==> src/rtl/dmem_arbiter.sv <==
// Round-robin arbiter sharing one single-port data memory between NUM_REQ
// requesters. A requester may hold the grant with lock for up to MAX_LOCK
// consecutive cycles. Read data returns one cycle after the grant and is
// steered back to the requester that issued the read.
module dmem_arbiter #(
    parameter int NUM_REQ  = 2,
    parameter int ADDR_W   = 5,
    parameter int DATA_W   = 32,
    parameter int MAX_LOCK = 4
) (
    input  logic                      clk,
    input  logic                      rst,
    input  logic [NUM_REQ-1:0]        req,
    input  logic [NUM_REQ-1:0]        lock,
    input  logic [NUM_REQ-1:0]        we,
    input  logic [NUM_REQ*ADDR_W-1:0] addr,
    input  logic [NUM_REQ*DATA_W-1:0] wdata,
    output logic [NUM_REQ-1:0]        gnt,
    output logic [NUM_REQ-1:0]        rvalid,
    output logic [DATA_W-1:0]         rdata,
    output logic                      mem_en,
    output logic                      mem_we,
    output logic [ADDR_W-1:0]         mem_addr,
    output logic [DATA_W-1:0]         mem_wdata,
    input  logic [DATA_W-1:0]         mem_rdata
);

    localparam int IDX_W = (NUM_REQ > 1) ? $clog2(NUM_REQ) : 1;
    localparam int CNT_W = 4;
    localparam logic [CNT_W-1:0] LOCK_LIM = CNT_W'(MAX_LOCK);
    localparam logic [IDX_W-1:0] LAST_IDX = IDX_W'(NUM_REQ - 1);

    logic [IDX_W-1:0]   prio_ptr;
    logic [IDX_W-1:0]   lock_owner;
    logic               lock_vld;
    logic [CNT_W-1:0]   lock_cnt;
    logic               lock_hit;
    logic               win_vld;
    logic [IDX_W-1:0]   win_idx;
    logic               keep_lock;
    logic [NUM_REQ-1:0] rd_vld_p1;
    logic [DATA_W-1:0]  rdata_p1;

    // Pick the winner: an unexpired lock owner first, else round-robin from prio_ptr.
    always_comb begin
        int idx;
        idx      = 0;
        win_vld  = 1'b0;
        win_idx  = '0;
        lock_hit = lock_vld && req[lock_owner] && (lock_cnt < LOCK_LIM);
        if (!rst) begin
            if (lock_hit) begin
                win_vld = 1'b1;
                win_idx = lock_owner;
            end else begin
                // Scan farthest-first so the closest pending requester overrides.
                for (int k = NUM_REQ - 1; k >= 0; k--) begin
                    idx = (int'(prio_ptr) + k) % NUM_REQ;
                    if (req[idx]) begin
                        win_vld = 1'b1;
                        win_idx = IDX_W'(idx);
                    end
                end
            end
        end
    end

    // Drive the memory port and grant from the winner; all zero when idle.
    always_comb begin
        gnt       = '0;
        mem_en    = 1'b0;
        mem_we    = 1'b0;
        mem_addr  = '0;
        mem_wdata = '0;
        if (win_vld) begin
            gnt       = NUM_REQ'(1) << win_idx;
            mem_en    = 1'b1;
            mem_we    = we[win_idx];
            mem_addr  = addr[int'(win_idx)*ADDR_W +: ADDR_W];
            mem_wdata = wdata[int'(win_idx)*DATA_W +: DATA_W];
        end
    end

    // A lock is kept unless the owner has just used its last allowed grant.
    always_comb begin
        keep_lock = win_vld && lock[win_idx] &&
                    !(lock_vld && (lock_owner == win_idx) && (lock_cnt >= LOCK_LIM));
    end

    // Arbitration state: rotate priority past each winner and track the lock.
    always_ff @(posedge clk) begin
        if (rst) begin
            prio_ptr   <= '0;
            lock_owner <= '0;
            lock_vld   <= 1'b0;
            lock_cnt   <= '0;
        end else begin
            if (win_vld) begin
                prio_ptr <= (win_idx == LAST_IDX) ? '0 : win_idx + 1'b1;
            end
            if (keep_lock) begin
                lock_vld   <= 1'b1;
                lock_owner <= win_idx;
                lock_cnt   <= (lock_vld && (lock_owner == win_idx)) ? lock_cnt + 1'b1
                                                                    : CNT_W'(1);
            end else begin
                lock_vld <= 1'b0;
                lock_cnt <= '0;
            end
        end
    end

    // Read return stage: remember who issued the read and keep the last data returned.
    always_ff @(posedge clk) begin
        if (rst) begin
            rd_vld_p1 <= '0;
            rdata_p1  <= '0;
        end else begin
            rd_vld_p1 <= (win_vld && !we[win_idx]) ? gnt : '0;
            if (|rd_vld_p1) begin
                rdata_p1 <= mem_rdata;
            end
        end
    end

    // Memory data arrives this cycle, so pass it through while a return is valid.
    always_comb begin
        rvalid = rst ? '0 : rd_vld_p1;
        if (rst) begin
            rdata = '0;
        end else if (|rd_vld_p1) begin
            rdata = mem_rdata;
        end else begin
            rdata = rdata_p1;
        end
    end

endmodule

==> config.mk <==
export PLATFORM = sky130hd
export DESIGN_NAME = dmem_arbiter
export DESIGN_NICKNAME = d
export VERILOG_FILES = /design/src/rtl/dmem_arbiter.sv
export SDC_FILE = /design/constraint.sdc
export NUM_CORES = 1
export LEC_CHECK = 0
export ABC_CLOCK_PERIOD_IN_PS = 3760
export BUFFER_PORTS_ARGS = -buffer_cell sky130_fd_sc_hd__buf_2
export CAP_MARGIN = 20
export CORE_MARGIN = 1.5
export CORE_UTILIZATION = 41
export CTS_BUF_LIST = sky130_fd_sc_hd__clkbuf_8
export CTS_CLUSTER_DIAMETER = 30
export CTS_CLUSTER_SIZE = 16
export DETAILED_ROUTE_END_ITERATION = 10
export GPL_TIMING_DRIVEN = 1
export PLACE_DENSITY = 0.95
export SLEW_MARGIN = 5
export SYNTH_ARGS = -nofsm -noshare
export SYNTH_HDL_FRONTEND = slang
export SYNTH_SLANG_ARGS = --single-unit
==> constraint.sdc <==
create_clock -name clk -period 3.76 [get_ports clk]
set_input_delay 0.752 -clock clk [delete_from_list [all_inputs] [get_ports clk]]
set_output_delay 0.752 -clock clk [all_outputs]
set_load 0.1 [all_outputs]
==> impl_results.md <==
- Tightest Hold Check Type: reg2reg
- Fmax: 318 MHz
- # setup viols final: 0
- Congestion Overflow GR: 0
- Flop pwr share: 30.1%
- I/O Pins: 189
- Crit path from: req[1]
- Largest net degree at the start of global routing: 43
- Prevailing post-synth register cell: dfxtp_1
- Power per cell area: 427 mW/mm2
- CTS sink cnt: 41
- RR Endpoint: lock_cnt[2]$_SDFF_PP0_
- Slew headroom: 51.4%
- Netlist Area Pre-Place: 0.00201 mm2
- Fin area: 0.00365 mm2
- Pins Over Slew Limit: 0
- Largest fanout on the critical path: 38
- Final Hold Fails: 0
- Post-placement cell area: 0.00353 mm2
- Critical Path RT: 3.01 ns
- Height of the die: 72.9 um
- Clock power frac: 22.5%
- DR iter-0 viols: 80
- Layout area overhead: 81.8%
- Via-per-instance ratio: 5.14
- Overall Global Routing Usage: 26.4%
- Crit Path Category: in2out
- Final min period: 3.14 ns
- Outcome: completed
- Hold depth: 2
- Vias: 2548
- Layout cells sized above 1: 48.3%
- Setup crit end: gnt[1]
- CTS root buf: clkbuf_8
- TritonCTS clock tree: yes
- Most common cell after layout, fill and taps aside: buf_2
- Routed len/inst: 14.8 um
- Detailed Routing Iterations Pass 1: 6
- Antenna violations before repair: 0
- Vias in the first global route: 2450
- WL final: 7320 um
- Final period util: 83.5%
- Worst Hold Slack: 0.456 ns
- Worst skew pair latency: 0.28 ns
- Final antenna-violating net count: 0
- Leak: 1.75 nW
- #FFs+latches synth: 41
- Pwr Total: 0.00156 W
- CP Capture Type: primary output
- Post-synth ARST share: 0%
- Setup_tns: 0 ns
- FILL cells: 308
- Clock slew at reported path FFs: 0.07 ns
- GPL Wtd Cong: 0.889
- Syn_nets: 364
- Num CTS Buffers: 5
- Initial Utilization: 42.5%
- Worst slew pin tran: 0.725 ns
- Sw power: 0.000664 W
- Sequential area share after synthesis: 40.9%
- CTS Hold Bufs: 0
- R2R Setup Slk: 1.61 ns
- Switching portion of total power: 42.6%
- Depth of the most critical reg-to-reg path: 4
- PortBufs: 188
- Core Box Area: 0.00472 mm2
- Avg Cell Area, Syn: 8.05 um2
- Cell Int Power: 0.000893 W
- Post-synth EDFFs: 0
- Die area: 0.00532 mm2
- VDD IR-drop max: 0.000260 V
- Logic pwr share: 47.4%
- Post-route DRC: 0
- First-pass GRT wire length: 10900 um
- RSZ-0062 raised after global routing: false
- Post_cts resized: 0
- Post-CTS Setup Inserts: 0
- CTS Buffer Depth: 2
- H-Tree Depth: 2
- Yosys cell types: 37
- Skew final: 0.00335 ns
- Num rows: 25
- Worst setup SP type: primary input
- Post-DP HPWL: 5880 um
- Number of synthesis warnings: 0
- Most frequent cells in the layout: 150 x buf_2, 67 x nand2_1, 41 x dfxtp_1, 38 x buf_12, 37 x a22o_1
- Worst r2r src: lock_vld$_SDFF_PP0_
- Final net count: 543
- Maxcap violations: 0
- Crit path DAT: 2.39 ns
- Syn Inst Count: 249
- Diode count: 0
- Die Wd: 72.9 um
[logic make-up after synthesis]
kind of cell | synth area share [%]
other | 0.187
AO/OA/AOI/OAI | 32.1
adder cells (fa/ha/maj) | 0.624
flip-flops | 40.9
AND/OR/NAND/NOR | 20.5
buffers and inverters | 5.68
[power groups by stage]
stage	logic [W]	registers (W)	clock network, W
after CTS	0.000740	0.000468	0.000357
final	0.000739	0.000468	0.000350
after global placement	0.000731	0.000476	0
after global routing	0.000765	0.000470	0.000375
after detailed placement	0.000738	0.000478	0
after floorplan	0.000496	0.000475	0
[metrics by stage]
step                      setup slack (ns)  instances  utilization, %
after CTS                            0.637        496            77.2
after global routing                 0.507        496            77.2
after floorplan                      0.218        249               -
final                                0.619        496            77.2
after detailed placement             0.642        488            74.8
after global placement               0.724        488            74.8
[how the worst min path moves through the flow]
stage	from	end	slack (ns)
after detailed placement	rdata_p1[7]$_DFF_P_	rdata_p1[7]$_DFF_P_	0.45
after floorplan	prio_ptr$_SDFFE_PP0P_	prio_ptr$_SDFFE_PP0P_	0.49
after CTS	rdata_p1[15]$_DFF_P_	rdata_p1[15]$_DFF_P_	0.46
after global placement	rdata_p1[17]$_DFF_P_	rdata_p1[17]$_DFF_P_	0.44
final	rdata_p1[4]$_DFF_P_	rdata_p1[4]$_DFF_P_	0.46
after global routing	rdata_p1[0]$_DFF_P_	rdata_p1[0]$_DFF_P_	0.47
[area by class of cell]
type                       instances  area, um2  area share, %
inverter                           3       11.3          0.309
timing repair buffer             192       1540           42.3
tap                               67       83.8           2.30
multi-input combinational        185       1070           29.4
clock buffer                       6       82.6           2.26
sequential                        41        821           22.5
clock inverter                     2       33.8          0.926
[routing by layer]
metal | wire [um] | vias up | GRT usage, %
met3 | 726 | 20 | 10.9
li1 | - | 1238 | -
met5 | 0 | - | 0
met4 | 213 | 0 | 8.81
met2 | 3760 | 144 | 48.3
met1 | 2630 | 1146 | 26.9
[synthesized netlist by cell type, drive strengths merged, types with 2 or more instances]
| master | instances | area share [%] |
|---|---|---|
| a211o | 2 | 0.87 |
| nand2b | 3 | 0.94 |
| nand2 | 68 | 13 |
| a22o | 37 | 16 |
| a21oi | 35 | 8.9 |
| nand3b | 2 | 0.75 |
| o21ai | 3 | 0.75 |
| o21a | 2 | 0.75 |
| nor2 | 6 | 1.1 |
| o31a | 2 | 0.87 |
| nor2b | 5 | 1.6 |
| buf | 7 | 2.7 |
| inv | 3 | 0.56 |
| dfxtp | 41 | 41 |
| nor3 | 3 | 0.75 |
| clkbuf | 13 | 2.4 |
[state kept, by name (all words and copies together), names as in the netlist]
name,count
rdata_p1,32
lock_cnt,4
rd_vld_p1,2
lock_owner,1
lock_vld,1
prio_ptr,1
[worst max-delay path, stage by stage]
cell	delay, ns
buf_2	0.19
nor2b_1	0.32
nand2_2	0.12
inv_2	0.46
buf_2	0.54
No activity file was read; power rests on OpenSTA's default activity.
